[config.mk]
export PLATFORM = sky130hd
export DESIGN_NAME = apb_uart_initiator
export DESIGN_NICKNAME = d
export VERILOG_FILES = /design/src/rtl/apb_uart_pkg.sv /design/src/rtl/apb_init_wdog.sv /design/src/rtl/apb_uart_initiator.sv
export SDC_FILE = /design/constraint.sdc
export NUM_CORES = 1
export LEC_CHECK = 0
export ABC_CLOCK_PERIOD_IN_PS = 5350
export CORE_ASPECT_RATIO = 0.8
export CORE_MARGIN = 3
export CORE_UTILIZATION = 45
export DETAILED_ROUTE_END_ITERATION = 12
export MAX_ROUTING_LAYER = met4
export PLACE_DENSITY = 0.77
export SYNTH_ARGS = -nofsm -noshare
export SYNTH_HDL_FRONTEND = slang
export SYNTH_SLANG_ARGS = --single-unit
export TNS_END_PERCENT = 20
[constraint.sdc]
create_clock -name i_pclk -period 5.35 [get_ports i_pclk]
set_input_delay 1.07 -clock i_pclk [delete_from_list [all_inputs] [get_ports i_pclk]]
set_output_delay 1.07 -clock i_pclk [all_outputs]
set_load 0.05 [all_outputs]
[src/rtl/apb_uart_pkg.sv]
// Shared types and constants for the APB UART initiator: FSM states,
// command op encodings, UART register map and STATUS bit positions.
package apb_uart_pkg;

  typedef enum logic [1:0] {
    ST_IDLE   = 2'd0,
    ST_SETUP  = 2'd1,
    ST_ACCESS = 2'd2,
    ST_RESP   = 2'd3
  } state_e;

  typedef enum logic [1:0] {
    OP_READ  = 2'b00,
    OP_WRITE = 2'b01,
    OP_POLL  = 2'b10,
    OP_RSVD  = 2'b11
  } op_e;

  localparam logic [4:0] ADDR_TXDATA = 5'h00;
  localparam logic [4:0] ADDR_RXDATA = 5'h04;
  localparam logic [4:0] ADDR_CTRL1  = 5'h08;
  localparam logic [4:0] ADDR_CTRL2  = 5'h0C;
  localparam logic [4:0] ADDR_STATUS = 5'h10;
  localparam logic [4:0] ADDR_CTRL3  = 5'h14;

  localparam int STAT_TXRDY       = 0;
  localparam int STAT_RXRDY       = 1;
  localparam int STAT_PARITY_ERR  = 2;
  localparam int STAT_OVERFLOW    = 3;
  localparam int STAT_FRAMING_ERR = 4;

endpackage

[src/rtl/apb_init_wdog.sv]
// Wait-state and poll-read counters for the APB initiator; reports when the
// wait limit is reached and when the current poll read is the last allowed one.
module apb_init_wdog #(
  parameter int WAIT_LIMIT = 15,
  parameter int POLL_LIMIT = 255
) (
  input  logic i_clk,
  input  logic i_rst_n,
  input  logic i_wait_clr,
  input  logic i_wait_inc,
  input  logic i_poll_clr,
  input  logic i_poll_inc,
  output logic o_wait_hit,
  output logic o_poll_last
);

  logic [7:0]  r_wait_cnt;
  logic [15:0] r_poll_cnt;

  always_ff @(posedge i_clk) begin
    if (!i_rst_n) begin
      r_wait_cnt <= 8'd0;
      r_poll_cnt <= 16'd0;
    end else begin
      if (i_wait_clr)
        r_wait_cnt <= 8'd0;
      else if (i_wait_inc && !o_wait_hit)
        r_wait_cnt <= r_wait_cnt + 8'd1;

      if (i_poll_clr)
        r_poll_cnt <= 16'd0;
      else if (i_poll_inc && !o_poll_last)
        r_poll_cnt <= r_poll_cnt + 16'd1;
    end
  end

  assign o_wait_hit  = (r_wait_cnt == 8'(WAIT_LIMIT));
  // Counts completed reads, so the read in flight is number r_poll_cnt+1.
  assign o_poll_last = (r_poll_cnt == 16'(POLL_LIMIT - 1));

endmodule

[src/rtl/apb_uart_initiator.sv]
// Command-driven APB initiator for a UART register block: single read, single
// write, or STATUS polling until a masked bit sets, with wait-state timeout.
module apb_uart_initiator
  import apb_uart_pkg::*;
#(
  parameter int WAIT_LIMIT = 15,
  parameter int POLL_LIMIT = 255
) (
  input  logic       i_pclk,
  input  logic       i_presetn,
  // Both handshakes: a transfer happens on the rising edge where valid and
  // ready are high together; valid-side payload must hold until then.
  input  logic       i_cmd_valid,
  output logic       o_cmd_ready,
  input  logic [1:0] i_cmd_op,
  input  logic [4:0] i_cmd_addr,
  input  logic [7:0] i_cmd_wdata,
  output logic       o_rsp_valid,
  input  logic       i_rsp_ready,
  output logic [7:0] o_rsp_rdata,
  output logic       o_rsp_err,
  output logic [4:0] o_paddr,
  output logic       o_psel,
  output logic       o_penable,
  output logic       o_pwrite,
  output logic [7:0] o_pwdata,
  input  logic [7:0] i_prdata,
  input  logic       i_pready,
  input  logic       i_pslverr,
  output logic [1:0] o_state
);

  state_e     r_state;
  state_e     w_next;
  op_e        r_op;
  logic [4:0] r_addr;
  logic [7:0] r_wdata;
  logic [7:0] r_rsp_rdata;
  logic       r_rsp_err;

  logic w_accept, w_done, w_tmo, w_hit, w_poll_more;
  logic w_wait_hit, w_poll_last;

  assign w_accept    = i_cmd_valid && o_cmd_ready;
  assign w_done      = (r_state == ST_ACCESS) && i_pready;
  assign w_tmo       = (r_state == ST_ACCESS) && !i_pready && w_wait_hit;
  assign w_hit       = |(i_prdata & r_wdata);
  assign w_poll_more = (r_op == OP_POLL) && !w_hit && !i_pslverr && !w_poll_last;

  apb_init_wdog #(
    .WAIT_LIMIT(WAIT_LIMIT),
    .POLL_LIMIT(POLL_LIMIT)
  ) u_wdog (
    .i_clk      (i_pclk),
    .i_rst_n    (i_presetn),
    .i_wait_clr (r_state == ST_SETUP),
    .i_wait_inc ((r_state == ST_ACCESS) && !i_pready),
    .i_poll_clr (w_accept),
    .i_poll_inc (w_done && (r_op == OP_POLL)),
    .o_wait_hit (w_wait_hit),
    .o_poll_last(w_poll_last)
  );

  always_ff @(posedge i_pclk) begin
    if (!i_presetn) r_state <= ST_IDLE;
    else            r_state <= w_next;
  end

  always_comb begin
    w_next = r_state;
    case (r_state)
      ST_IDLE:   if (w_accept) w_next = (i_cmd_op == OP_RSVD) ? ST_RESP : ST_SETUP;
      ST_SETUP:  w_next = ST_ACCESS;
      ST_ACCESS: begin
        if (i_pready)        w_next = w_poll_more ? ST_SETUP : ST_RESP;
        else if (w_wait_hit) w_next = ST_RESP;
      end
      ST_RESP:   if (i_rsp_ready) w_next = ST_IDLE;
      default:   w_next = ST_IDLE;
    endcase
  end

  always_comb begin
    o_cmd_ready = 1'b0;
    o_rsp_valid = 1'b0;
    o_psel      = 1'b0;
    o_penable   = 1'b0;
    o_paddr     = 5'd0;
    o_pwrite    = 1'b0;
    o_pwdata    = 8'd0;
    case (r_state)
      ST_IDLE: o_cmd_ready = 1'b1;
      ST_SETUP, ST_ACCESS: begin
        o_psel    = 1'b1;
        o_penable = (r_state == ST_ACCESS);
        o_paddr   = (r_op == OP_POLL) ? ADDR_STATUS : r_addr;
        o_pwrite  = (r_op == OP_WRITE);
        o_pwdata  = (r_op == OP_WRITE) ? r_wdata : 8'd0;
      end
      ST_RESP: o_rsp_valid = 1'b1;
      default: ;
    endcase
  end

  always_ff @(posedge i_pclk) begin
    if (!i_presetn) begin
      r_op        <= OP_READ;
      r_addr      <= 5'd0;
      r_wdata     <= 8'd0;
      r_rsp_rdata <= 8'd0;
      r_rsp_err   <= 1'b0;
    end else begin
      if (w_accept) begin
        r_op    <= op_e'(i_cmd_op);
        r_addr  <= i_cmd_addr;
        r_wdata <= i_cmd_wdata;
        if (i_cmd_op == OP_RSVD) begin
          r_rsp_rdata <= 8'd0;
          r_rsp_err   <= 1'b1;
        end
      end
      if (w_done) begin
        case (r_op)
          OP_READ:  begin r_rsp_rdata <= i_prdata; r_rsp_err <= i_pslverr; end
          OP_WRITE: begin r_rsp_rdata <= 8'd0;     r_rsp_err <= i_pslverr; end
          // Exhausting the poll budget without a hit is reported as an error.
          default:  begin
            r_rsp_rdata <= i_prdata;
            r_rsp_err   <= i_pslverr || (!w_hit && w_poll_last);
          end
        endcase
      end else if (w_tmo) begin
        r_rsp_rdata <= 8'd0;
        r_rsp_err   <= 1'b1;
      end
    end
  end

  assign o_rsp_rdata = r_rsp_rdata;
  assign o_rsp_err   = r_rsp_err;
  assign o_state     = r_state;

endmodule

==> reports/results.tsv <==
metric	value	unit
status	finished, final reports clean	
Reg clk slew, reported paths	0.09	ns
P_int	635	uW
cts bufs inserted	5	
Sink Count	50	
FMAX	285	MHz
count leader, synth	dfxtp_1	
logic gate share of total power	37.1	%
ANT nets after route	0	
Cell Area, Synth	0.00244	sq mm
vias after detailed routing	2104	
Starting Density	47.7	%
gpl congestion	0.805	
Clk pwr share	20.1	%
overflow left after global routing	0	
CP Capture Type	output pin	
number of DRC markers in iteration 0	88	
top cell type by total area after synthesis	dfxtp_1	
ANT cells	0	
Flop pwr share	42.8	%
Psw	398	uW
number of buffers and inverters on the critical path	2	
Ys Warns	0	
postcts setup bufs	0	
Mapped Avg Cell Area	8.70	sq um
CTS Root Cell	clkbuf_8	
Yosys cell types	50	
drt total wl	5600	microns
Worst-Skew Late Latency	0.30	ns
Cells after Synth	281	
number of port buffers	57	
DRC	0	
drt pass-1 iters	4	
Slew Limit Fails	0	
maxcap violations	0	
layout cells sized above 1	4.79	%
Yosys reg bits	50	
fin crit share	65.5	%
placed cell count	389	
# hold bufs at CTS	0	
Die Y	71.9	microns
Post-synth EDFFs	0	
DP Wirelength	4210	microns
largest net degree at the start of global routing	30	
row count	23	
end-of-flow core utilization	61.0	%
ys flop type	dfxtp_1	
die area	0.00636	sq mm
TNS Setup	0	ns
Worst Tran Pin Value	0.843	ns
clock skew	0.00850	ns
IO Pins	58	
element type at the critical path start	flip-flop	
GRT Total Usage	19.1	%
post-cts sizing count	0	
Worst EP arrival	2.43	ns
P&R area growth vs syn	27.7	%
# setup viols final	0	
Non-Filler Instances	396	
Slowest-stage cell, CP	clkdlybuf4s50_1	
HP Class	flip-flop to flip-flop	
peak supply drop	0.349	mV
die span in x	88.4	microns
DR vias/cell	5.31	
Slew headroom	43.6	%
hold violation total from the final report	0	
FFs w/ async S/R, synth	0	%
Req. time, crit path	4.28	ns
Pleak	0.00107	uW
crit-path cells	inv_1 -> ha_1 -> and3_1 -> and2_1 -> clkdlybuf4s50_1	
Clock Tree Buf Depth	2	
H-tree levels	2	
sw frac	38.5	%
CP peak stage delay	0.80	ns
# fillers	453	
first-pass GRT wire length	9410	microns
post-synthesis sequential area ratio	40.9	%
Layout Nets	370	
PwrDens	331	mW/mm^2
unrepaired setup endpoints after global routing	no	
Synth area leaders	dfxtp_1, nand2_1, xnor2_1	
initial antenna violation count	0	
top cells by count, synth	dfxtp_1, nand2_1, nor2_1, xnor2_1, nor2b_1	
number of global-route vias before repair	1963	
Setup Crit Path Kind	flip-flop to output pin	
crit-path max FO	9	
Wirelength per Cell	14.1	microns
Synth top area share	40.9	%
core area	0.00512	sq mm
syn_nets	317	
delay-heaviest family, CP	buffers and inverters	
Final min period	3.50	ns
CTS tree	done	
stage by stage:
step / power (uW) / hold WS [ns] / area (sq um) / worst slack [ns]
2_1_floorplan: 707 / 0.431 / 2440 / 1.54
3_3_place_gp: 828 / 0.441 / 3040 / 2.23
3_5_place_dp: 832 / 0.446 / 3040 / 2.15
4_1_cts: 1040 / 0.457 / 3120 / 1.83
5_1_grt: 1090 / 0.492 / 3120 / 1.63
6_report: 1030 / 0.456 / 3120 / 1.85
worst reg2reg max path: stages (launching register included):
cell and delay [ns]:
dfxtp_1 0.41, inv_1 0.09, ha_1 0.30, nand2_1 0.45
nand2_1 0.47, a211oi_1 0.31
sequential cells by signal, indices dropped and copies added, names as in the netlist:
register           flops
r_op                   2
u_wdog.r_wait_cnt      8
o_state                2
r_addr                 5
u_wdog.r_poll_cnt     16
o_rsp_rdata            8
o_rsp_err              1
r_wdata                8
cell usage in the layout (no fill, tap or decap), types with 4 or more instances in the layout:
cell / count
xor2_1: 6
and3_1: 8
a21boi_1: 10
xnor2_1: 15
dfxtp_1: 50
clkbuf_8: 5
ha_1: 7
nor2b_1: 12
nor4_2: 4
and2_1: 9
clkdlybuf4s50_1: 57
nand3_1: 8
nand2_1: 41
nor3_1: 9
inv_1: 7
a22oi_1: 10
a21boi_0: 5
nor2_1: 27
nand4_1: 7
power groups by stage:
stage,Combinational (uW),Clock [uW],Sequential (uW)
finish,383,208,442
global route,412,227,448
CTS,384,214,441
detailed placement,382,0,450
global placement,379,0,448
floorplan,220,0,487
final timing paths:
check / start / endpoint / slack (ns) / cells after the start
max: o_state[0]$_SDFFE_PN0P_ / o_pwdata[1] / 1.85 / 5
min: r_addr[0]$_SDFFE_PN0P_ / r_addr[0]$_SDFFE_PN0P_ / 0.46 / 2
max reg2reg: o_state[0]$_SDFFE_PN0P_ / u_wdog.r_poll_cnt[1]$_SDFFE_PP0P_ / 3.23 / 5
min reg2reg: r_addr[0]$_SDFFE_PN0P_ / r_addr[0]$_SDFFE_PN0P_ / 0.46 / 2
area by class of cell:
type,count,area (sq um),area share (%)
clock inverters,1,7.51,0.240
multi-input cells,213,1370,43.8
repair buffers,57,571,18.3
inverters,7,26.3,0.841
well taps,62,77.6,2.48
flip-flops and latches,50,1000,32.1
clock buffers,6,72.6,2.32
metal layers:
layer	wire length (microns)	track usage, %	up-vias
met1	2790	28.2	976
li1	-	-	1075
met2	2410	26.5	49
met5	0	-	-
met3	367	4.88	4
met4	33	3.52	0
cells by family (layout without fill, tap and decap cells):
group                      count (synthesis)  after routing  share of synthesized area, %
AOI/OAI and AO/OA                         39             39                          12.0
xor gates and xnor gates                  21             21                          7.52
adders and majority gates                  7              7                          3.58
buffers and inverters                     18             71                          3.12
DFF                                       50             50                          40.9
muxes                                      1              1                         0.409
and+or+nand+nor                          145            145                          32.4
No activity file was read; power rests on OpenSTA's default activity.
